$ cat src/rtl/if_fetch_queue.sv
// Instruction-fetch stage: owns the fetch PC, issues 1-cycle IMEM reads and queues {pc, inst} for ID.
// Request to head visibility is 2 cycles; ID backpressure via id_ready_i throttles issue so the queue never overflows.
module if_fetch_queue #(
    parameter int                  PC_WIDTH   = 32,
    parameter int                  INST_WIDTH = 32,
    parameter int                  FQ_DEPTH   = 4,
    parameter logic [PC_WIDTH-1:0] RESET_PC   = '0
) (
    input  logic                          clk,
    input  logic                          reset_n,
    input  logic                          redirect_valid_i,
    input  logic [PC_WIDTH-1:0]           redirect_pc_i,
    output logic                          imem_req_o,
    output logic [PC_WIDTH-1:0]           imem_addr_o,
    input  logic [INST_WIDTH-1:0]         imem_rdata_i,
    output logic                          id_valid_o,
    input  logic                          id_ready_i,
    output logic [PC_WIDTH-1:0]           id_pc_o,
    output logic [PC_WIDTH-1:0]           id_pc_next_o,
    output logic [INST_WIDTH-1:0]         id_inst_o,
    output logic [$clog2(FQ_DEPTH):0]     fq_count_o
);

    localparam int                  PTR_W   = $clog2(FQ_DEPTH);
    localparam int                  CNT_W   = PTR_W + 1;
    localparam logic [CNT_W-1:0]    DEPTH_C = CNT_W'(FQ_DEPTH);
    localparam logic [PC_WIDTH-1:0] PC_STEP = PC_WIDTH'(4);

    typedef struct packed {
        logic [PC_WIDTH-1:0]   pc;
        logic [INST_WIDTH-1:0] inst;
    } fq_entry_t;

    fq_entry_t           fq_mem_q [FQ_DEPTH];
    fq_entry_t           head;
    logic [PC_WIDTH-1:0] fetch_pc_q, fetch_pc_d;
    logic [PC_WIDTH-1:0] inflight_pc_q;
    logic                inflight_q;
    logic [PTR_W-1:0]    rd_ptr_q, rd_ptr_d;
    logic [PTR_W-1:0]    wr_ptr_q, wr_ptr_d;
    logic [CNT_W-1:0]    count_q, count_d;
    logic [CNT_W-1:0]    occupancy;
    logic                head_vld;
    logic                pop;
    logic                push;
    logic                req;
    logic                unused_redirect_lsbs;

    assign unused_redirect_lsbs = ^redirect_pc_i[1:0];

    assign head_vld  = (count_q != '0);
    assign pop       = head_vld & id_ready_i;
    // A redirect drops the response landing this cycle; it belongs to the old stream.
    assign push      = inflight_q & ~redirect_valid_i;
    // Count the outstanding read as occupied so its response always has a slot.
    assign occupancy = count_q + CNT_W'(inflight_q) - CNT_W'(pop);
    assign req       = reset_n & ~redirect_valid_i & (occupancy < DEPTH_C);

    always_comb begin
        fetch_pc_d = fetch_pc_q;
        rd_ptr_d   = rd_ptr_q;
        wr_ptr_d   = wr_ptr_q;
        count_d    = count_q;
        if (redirect_valid_i) begin
            fetch_pc_d = {redirect_pc_i[PC_WIDTH-1:2], 2'b00};
            rd_ptr_d   = '0;
            wr_ptr_d   = '0;
            count_d    = '0;
        end else begin
            if (req)  fetch_pc_d = fetch_pc_q + PC_STEP;
            if (pop)  rd_ptr_d   = rd_ptr_q + PTR_W'(1);
            if (push) wr_ptr_d   = wr_ptr_q + PTR_W'(1);
            case ({push, pop})
                2'b10:   count_d = count_q + CNT_W'(1);
                2'b01:   count_d = count_q - CNT_W'(1);
                default: count_d = count_q;
            endcase
        end
    end

    always_ff @(posedge clk or negedge reset_n) begin
        if (!reset_n) begin
            fetch_pc_q    <= RESET_PC;
            inflight_q    <= 1'b0;
            inflight_pc_q <= '0;
            rd_ptr_q      <= '0;
            wr_ptr_q      <= '0;
            count_q       <= '0;
        end else begin
            fetch_pc_q <= fetch_pc_d;
            inflight_q <= req;
            if (req) inflight_pc_q <= fetch_pc_q;
            rd_ptr_q   <= rd_ptr_d;
            wr_ptr_q   <= wr_ptr_d;
            count_q    <= count_d;
        end
    end

    always_ff @(posedge clk) begin
        if (push) fq_mem_q[wr_ptr_q] <= {inflight_pc_q, imem_rdata_i};
    end

    assign head         = fq_mem_q[rd_ptr_q];
    assign imem_req_o   = req;
    assign imem_addr_o  = fetch_pc_q;
    assign id_valid_o   = head_vld;
    assign id_pc_o      = head_vld ? head.pc : '0;
    assign id_pc_next_o = head_vld ? head.pc + PC_STEP : '0;
    assign id_inst_o    = head_vld ? head.inst : '0;
    assign fq_count_o   = count_q;

    a_no_overflow: assert property (@(posedge clk) disable iff (!reset_n)
        !(push && !pop && count_q == DEPTH_C));

endmodule

$ cat config.mk
export PLATFORM = sky130hd
export DESIGN_NAME = if_fetch_queue
export DESIGN_NICKNAME = d
export VERILOG_FILES = /design/src/rtl/if_fetch_queue.sv
export SDC_FILE = /design/constraint.sdc
export NUM_CORES = 1
export LEC_CHECK = 0
export ABC_AREA = 1
export CORE_MARGIN = 5
export CORE_UTILIZATION = 40
export CTS_BUF_LIST = sky130_fd_sc_hd__clkbuf_8 sky130_fd_sc_hd__clkbuf_16
export DETAILED_ROUTE_END_ITERATION = 7
export DONT_BUFFER_PORTS = 1
export HOLD_SLACK_MARGIN = 0.12
export PLACE_DENSITY = 0.54
export REMOVE_ABC_BUFFERS = 1
export SYNTH_ARGS = -nofsm -noshare
export SYNTH_HDL_FRONTEND = slang
export SYNTH_SLANG_ARGS = --single-unit
$ cat constraint.sdc
create_clock -name clk -period 6.3 [get_ports clk]
set_clock_uncertainty 0.2 [all_clocks]
set_input_delay 1.26 -clock clk [delete_from_list [all_inputs] [get_ports clk]]
set_output_delay 1.26 -clock clk [all_outputs]
set_load 0.005 [all_outputs]
Word level (Yosys, flattened, before mapping)
Memories as Yosys holds them, arrays and structs flattened.
Cells that the tools add are included.
{"block": "word_totals", "reg_bits": 72, "mem_bits_rw": 256, "inputBits": 68, "elab_cells": 41, "n_memories": 1}
{"name": "fq_mem_q", "depth": 4, "width": 64, "rd": 1, "rd_clocked_by_memory_dff": 0, "write_ports": 1, "line_no": "34", "source": "fq_entry_t fq_mem_q [FQ_DEPTH];"}
{"block": "classes", "addsub": 8, "magnitude_cmp": 1, "eq_ne": 2, "n_mux": 13, "n_bitwise": 5, "reduce_logical": 5}
{"operator": "$mux W32", "n": 5}
{"operator": "$add A32 B3 Y32 const B", "n": 2}
{"operator": "$mux W2", "n": 4}
{"operator": "$pmux W3 S2", "n": 1}
{"operator": "$reduce_bool A2 Y1", "n": 3}
{"operator": "$reduce_bool A3 Y1", "n": 2}
{"operator": "$add A2 B1 Y2 const B", "n": 2}
{"operator": "$and A1 B1 Y1", "n": 4}
{"operator": "$add A3 B1 Y3", "n": 1}
{"operator": "$add A3 B1 Y3 const B", "n": 1}
{"operator": "$lt A3 B3 Y1 const B", "n": 1}
{"operator": "$mux W3", "n": 1}
{"operator": "$sub A3 B1 Y3", "n": 1}
{"operator": "$sub A3 B1 Y3 const B", "n": 1}
{"operator": "$eq A2 B1 Y1 const B", "n": 1}
{"operator": "$eq A2 B2 Y1 const B", "n": 1}
{"operator": "$mux W1", "n": 2}
{"operator": "$not A1 Y1", "n": 1}

Longest topological paths before layout
Gate-level depths: netlist (run 1).
{"block": "depth", "ltp_word": 7, "mapped_depth": 16}

Worst setup path before layout (run 1)
OpenSTA, ideal clock, no wires.
{"block": "synth_path", "path_kind": "in2reg", "startpoint": "input redirect_valid_i", "endpoint": "memory fq_mem_q[0][0] (netlist name) (enable)", "t_arrival_ns": 4.325, "required_time_ns": 5.618, "slack_ns": 1.293, "stages": 4, "path_buffers": 1, "cell_sequence": "clkbuf_1 > nor2_1 > inv_1 > nor2_1"}
{"block": "synth_via", "elab_chain_cells": 4}
{"item": "start: declaration", "line_no": "11", "source": "input logic redirect_valid_i,"}
{"item": "$not A1 Y1", "line_no": "54", "source": "assign push = inflight_q & ~redirect_valid_i;"}
{"item": "$and A1 B1 Y1", "line_no": "54"}
{"item": "$mux W1", "line_no": "100", "source": "if (push) fq_mem_q[wr_ptr_q] <= {inflight_pc_q, imem_rdata_i};"}
{"item": "$mux W1 (implied by the code)", "line_no": "100"}
{"item": "end: declaration", "line_no": "34"}
Every way passes these cells.

Worst setup path after layout (run 1)
{"block": "layout_path", "startpoint": "register rd_ptr_q[1]", "endpoint": "output id_pc_next_o[16]"}
{"block": "layout_via", "elab_chain_cells": 3}
{"item": "start: declaration", "line_no": "39", "source": "logic [PTR_W-1:0] rd_ptr_q, rd_ptr_d;"}
{"item": "start signal: assignment", "line_no": "93", "source": "rd_ptr_q <= rd_ptr_d;"}
{"item": "$mem_v2 Z4 W64"}
{"item": "$add A32 B3 Y32", "line_no": "108", "source": "assign id_pc_next_o = head_vld ? head.pc + PC_STEP : '0;"}
{"item": "$mux W32", "line_no": "108"}
{"item": "end: declaration", "line_no": "19", "source": "output logic [PC_WIDTH-1:0] id_pc_next_o,"}
Every way passes these cells.

==> flow_summary.json, run 1 <==
{
  "dp_hpwl_mm": 25.4,
  "drt_pass1_iterations": 5,
  "nets": 1690,
  "synthToLayoutAreaGrowth_pct": 10.2,
  "power.total_mw": 7.26,
  "drv_cap": 0,
  "drive_above_1_share": 0.0664,
  "drt-total-wl_mm": 38.8,
  "synth_top_cell_by_area": "edfxtp_1",
  "rsz0062_at_grt": "false",
  "yosysSeqAreaShare": 0.611,
  "grt_pass1_vias": 10300,
  "gr-usage-all-layers": 0.185,
  "synth_area_um2": 15000,
  "worst-r2r-cell-count": 16,
  "htreeDepth": 2,
  "clock_path_buffers": 3,
  "p_leak_nw": 6.62,
  "finalHoldViolations": 0,
  "setup.worst_path.class": "register to output pin",
  "fin_crit_ns": 5.15,
  "r2r_start": "fq_count_o[1]$_DFFE_PN0P_",
  "maxSlewHeadroom": 0.344,
  "drt_iter0_drc": 640,
  "period_share": 0.818,
  "cp_common_cell": "nand2_1",
  "grt_pass1_wl_mm": 60.0,
  "path_cells": "inv_2 -> buf_4 -> nand2_1 -> nand2_1 -> nand2_1 -> nor2_1 -> nand2_1 -> nor2_2 -> o21ai_0 -> nor2_1",
  "coreArea_um2": 36800,
  "ys_types": 34,
  "fp.dieW_um": 204,
  "die_h_um": 204,
  "powerDensity_nw_per_um2": 440,
  "antenna_found_initial": 0,
  "peakVddDrop_mv": 0.208,
  "synthCells": 1635,
  "tritoncts": "built",
  "dieArea_um2": 41400,
  "yosysWarnings": 0,
  "arrival_ns": 3.69,
  "cts_root_buf": "clkbuf_16",
  "grt_max_degree": 133,
  "cts_inserted_buffers": 37,
  "netlist_top_cells_area": "edfxtp_1 (50%), nand2_1 (13%), dfrtp_1 (11%), nor2_1 (6.6%), nand3_1 (4.1%)",
  "critPathMaxFanout": 76,
  "antenna_left": 0,
  "startpoint_type": "register",
  "critPathMaxStageDelay_ns": 0.79,
  "grt_overflow": 0,
  "cp_slowest_cell": "buf_4",
  "via_per_inst": 5.02,
  "clkTransAtPathRegs_ns": 0.06,
  "slew_viol_final": 0,
  "io_buffers": 0,
  "initial_utilization": 0.407,
  "status": "finished, final reports clean",
  "place_area_um2": 15300,
  "pre_cts_ws_ns": 1.63,
  "num_vias": 10600,
  "drc": 0,
  "cts_sinks": 316,
  "r2r_end": "imem_addr_o[4]$_DFFE_PN0P_",
  "r2r_setup_slack_ns": 2.24,
  "postSynthAreaPerCell_um2": 9.16,
  "required_ns": 4.84,
  "hold_buffers": 0,
  "cts_resized": 0,
  "hp-class": "input pin to async pin",
  "clock_latency_ns": 0.52,
  "nFillCells": 3551,
  "setup_violations": 0,
  "wl_per_cell_um": 18.4,
  "setup_slack_ns": 1.15,
  "cts_setup_buffers": 0,
  "fmaxAchievable_ghz": 0.194,
  "cp-end-kind": "output pin",
  "gp_congestion": 0.857,
  "tightest_slew_ns": 0.983,
  "yosysTopAreaCellShare": 0.497,
  "num_rows": 70,
  "ioPinCount": 201,
  "ys_ff_latch": 316,
  "postLayoutCellArea_um2": 16500
}
metal layers:
metal,part of all wire,track usage
met5,0,0
met4,0.027,0.0556
met3,0.058,0.0391
met2,0.48,0.309
met1,0.44,0.243
stage by stage:
step           hold slack, ns  instances   util  TNS [ns]
2_1_floorplan           0.276       1559      -    -24.98
3_3_place_gp            0.296       2042  0.415         0
3_5_place_dp            0.314       2042  0.415         0
4_1_cts                 0.205       2110  0.449         0
5_1_grt                 0.201       2110  0.449         0
6_report                0.231       2111  0.449         0
cell usage in the layout (no fill, tap or decap), types with 2 or more instances in the layout:
master,Yosys,layout
nand3_1,122,122
nor2_4,4,8
o21ai_0,110,110
bufinv_16,0,4
nor2_2,11,12
edfxtp_1,248,248
inv_1,86,89
clkbuf_16,0,39
ha_1,8,8
clkinv_2,0,13
conb_1,1,6
o211ai_1,2,2
clkinv_1,0,5
xor2_1,28,28
clkinvlp_4,0,3
nand2_2,6,6
buf_4,9,15
nand4_1,5,5
nand2_1,518,518
nor2_1,265,260
nor3_1,13,13
dfrtp_1,68,66
a21oi_1,48,48
registers in the layout, indices dropped and copies added, names as in the netlist:
signal / count
inflight_q: 1
wr_ptr_q: 2
fq_count_o: 3
rd_ptr_q: 2
fq_mem_q: 248
imem_addr_o: 30
inflight_pc_q: 30
area by class of cell:
| cell class | count | area [um2] | area share |
|---|---|---|---|
| Tap cell | 468 | 586 | 0.0355 |
| Inverter | 88 | 338 | 0.0205 |
| Sequential cell | 316 | 9150 | 0.554 |
| Clock buffer | 39 | 976 | 0.0591 |
| Antenna cell | 1 | 2.50 | 0.000152 |
| Timing Repair Buffer | 15 | 113 | 0.00682 |
| Clock inverter | 29 | 246 | 0.0149 |
| Multi-Input combinational cell | 1155 | 5090 | 0.309 |
how the worst max path moves through the flow:
stage | depth (start not counted) | end | slack, ns | startpoint
after floorplan | 14 | imem_addr_o[21]$_DFFE_PN0P_ | -0.71 | fq_count_o[1]$_DFFE_PN0P_
after global placement | 10 | id_pc_next_o[16] | 1.68 | rd_ptr_q[1]$_DFFE_PN0P_
after detailed placement | 10 | id_pc_next_o[16] | 1.63 | rd_ptr_q[1]$_DFFE_PN0P_
after CTS | 10 | id_pc_next_o[16] | 1.06 | rd_ptr_q[1]$_DFFE_PN0P_
after global routing | 12 | id_pc_next_o[25] | 0.80 | rd_ptr_q[1]$_DFFE_PN0P_
final | 10 | id_pc_next_o[16] | 1.15 | rd_ptr_q[1]$_DFFE_PN0P_
Yosys cell counts, drive strengths merged:
cell type / number
and3: 1
a31o: 1
nand4: 5
xor2: 28
buf: 54
edfxtp: 248
a21oi: 48
o21ai: 110
nand3: 123
a32oi: 1
nor2: 280
nand2: 524
dfrtp: 68
inv: 88
nor3: 14
a31oi: 1
o211ai: 2
clkbuf: 27
fa: 1
conb: 1
or2: 1
ha: 8
o21bai: 1
power by group:
part	switching [mW]	internal (mW)	total [mW]
registers	0.348	2.62	2.96
clock network	0.817	1.29	2.10
logic	1.63	0.566	2.19
critical path, delay by kind of cell, from the launching register on:
kind	cells	cell delay [ns]
and+or+nand+nor	7	1.20
buffers and inverters	2	1.14
DFF	1	0.65
AOI/OAI and AO/OA	1	0.10
logic make-up after synthesis:
family / after synthesis / share of synthesized area
xor+xnor: 28 / 0.0164
flops: 316 / 0.611
other cells: 1 / 0.000250
fa+ha+maj: 9 / 0.00802
buf+inv: 169 / 0.0531
simple gates: 948 / 0.256
compound gates: 164 / 0.0559
Power figures use the tool's default switching activity.
==> inputs of run 2 (changes only) <==
Settings changed: PLACE_DENSITY 0.54 to 0.56.
Clock period 6.3 ns to 4.4 ns, I/O delays scaled along.
==> run 2 against run 1 <==
- first-iteration DRC count is 20% lower
- critical path type unchanged
- sequential cell count unchanged
- global-route usage about the same
==> flow_summary.json, run 2 (synthesized netlist as in run 1, its figures left out) <==
{
  "status": "finished, final reports clean",
  "critPathMaxFanout": 54,
  "instances_no_fill": 2134,
  "grt_pass1_wl_mm": 59.8,
  "p_leak_nw": 6.82,
  "fin_crit_ns": 4.14,
  "htreeDepth": 2,
  "fmaxAchievable_ghz": 0.241,
  "initial_utilization": 0.407,
  "grt_max_degree": 108,
  "die_h_um": 204,
  "setup_violations": 0,
  "num_rows": 70,
  "r2r_end": "imem_addr_o[16]$_DFFE_PN0P_",
  "hp-class": "input pin to register",
  "grt_pass1_vias": 10600,
  "synthToLayoutAreaGrowth_pct": 12.5,
  "antenna_found_initial": 0,
  "layout_common_cells": "nand2_1 (518), nor2_1 (260), edfxtp_1 (248)",
  "setup.worst_path.class": "register to output pin",
  "finalHoldViolations": 0,
  "io_buffers": 0,
  "startpoint_type": "register",
  "coreArea_um2": 36800,
  "required_ns": 3.32,
  "drt_pass1_iterations": 5,
  "cts_root_buf": "clkbuf_16",
  "min_path_cells": 0,
  "r2r_start": "fq_count_o[1]$_DFFE_PN0P_",
  "dieArea_um2": 41400,
  "antenna_left": 0,
  "min-delay-start": "imem_rdata_i[0]",
  "nets": 1714,
  "tightest_slew_ns": 0.945,
  "r2r_setup_slack_ns": 1.22,
  "drt_iter0_drc": 513,
  "drv_cap": 0,
  "ioPinCount": 201,
  "arrival_ns": 3.06,
  "final_common_cell": "nand2_1",
  "drive_above_1_share": 0.0774,
  "grt_overflow": 0,
  "largest_reg_flops": 248,
  "nFillCells": 3538,
  "clkTransAtPathRegs_ns": 0.06,
  "clock_path_buffers": 3,
  "final-seq-area_um2": 9160,
  "rsz0062_at_grt": "false",
  "period_share": 0.941,
  "multi_input_area_um2": 5090,
  "fp.dieW_um": 204,
  "drc": 0,
  "num_vias": 10700,
  "cts_sinks": 316,
  "via_per_inst": 5.04,
  "clock_latency_ns": 0.52,
  "place_inst": 2060,
  "min_to": "fq_mem_q[2][0]$_DFFE_PP_",
  "tritoncts": "built",
  "cts_inserted_buffers": 37,
  "cp-end-kind": "output pin",
  "peakVddDrop_mv": 0.415,
  "setup_tns_ns": 0,
  "maxSlewHeadroom": 0.370,
  "antenna_cells": 0,
  "worst-r2r-cell-count": 14,
  "powerDensity_nw_per_um2": 629,
  "gr-usage-all-layers": 0.184,
  "drt-total-wl_mm": 39.1,
  "max_flop_register": "fq_mem_q",
  "gp_congestion": 0.911,
  "slew_viol_final": 0,
  "wl_per_cell_um": 18.3,
  "dp_hpwl_mm": 25.0
}
[run 2: worst max-delay path by stage]
stage | from | to | slack [ns] | cells after the start
final | rd_ptr_q[0]$_DFFE_PN0P_ | id_pc_next_o[15] | 0.26 | 13
after global routing | rd_ptr_q[0]$_DFFE_PN0P_ | id_pc_next_o[15] | 0.02 | 13
after CTS | rd_ptr_q[0]$_DFFE_PN0P_ | id_pc_next_o[18] | 0.03 | 12
after detailed placement | rd_ptr_q[0]$_DFFE_PN0P_ | id_pc_next_o[27] | 0.51 | 13
after global placement | rd_ptr_q[0]$_DFFE_PN0P_ | id_pc_next_o[27] | 0.56 | 13
after floorplan | fq_count_o[1]$_DFFE_PN0P_ | imem_addr_o[21]$_DFFE_PN0P_ | -2.61 | 14
[run 2: routing by layer]
layer,share of wire,vias up,global-route usage
li1,-,5382,-
met1,0.43,5036,0.231
met2,0.48,277,0.317
met4,0.025,0,0.0631
met3,0.061,53,0.0417
met5,0,-,0
[run 2: timing repair]
action,CTS,global route
setup endpoints to repair,2,16
setup buffers,0,3
hold buffers,2,0
cloned,0,1
endpoints found under the hold margin,68,0
pin swaps,0,0
resized for setup,1,4
[run 2: power by group]
part	internal (mW)	switching, mW
logic	0.980	2.40
registers	3.75	0.448
clock network	1.86	1.17
[run 2: per-stage QoR]
step	area [um2]	power (mW)	hold WS (ns)	worst slack [ns]	utilization
after global placement	15500	7.55	0.295	0.565	0.421
after floorplan	14500	6.29	0.276	-2.61	-
after CTS	16800	10.7	0.204	0.0258	0.456
after global routing	16800	11.3	0.212	0.0150	0.458
final	16800	10.6	0.244	0.257	0.458
after detailed placement	15500	7.62	0.310	0.512	0.421
[run 2: final cells by class]
cell class,instances,area share
sequential,316,0.543
clock inverter,24,0.0112
clock buffer,44,0.0620
timing repair buffer,39,0.0251
multi-input combinational,1155,0.302
tap,468,0.0348
inverter,88,0.0212
[run 2: critical path: stages (launching register included)]
cell and delay, ns:
dfrtp_4 0.55, buf_4 0.18, buf_16 0.25, nand2_1 0.11, nand2_1 0.08, nand2_1 0.04, nand2_1 0.15, nand2_1 0.11
nor2_4 0.13, nand2_2 0.13, nor2_4 0.20, o21ai_0 0.10, nor2_1 0.31, buf_4 0.18
==> inputs of run 3 (changes only) <==
Settings changed: CAP_MARGIN set to 20.
==> results of run 3 <==
Same layout as run 2: the final DEF is identical, and so are final timing and power.
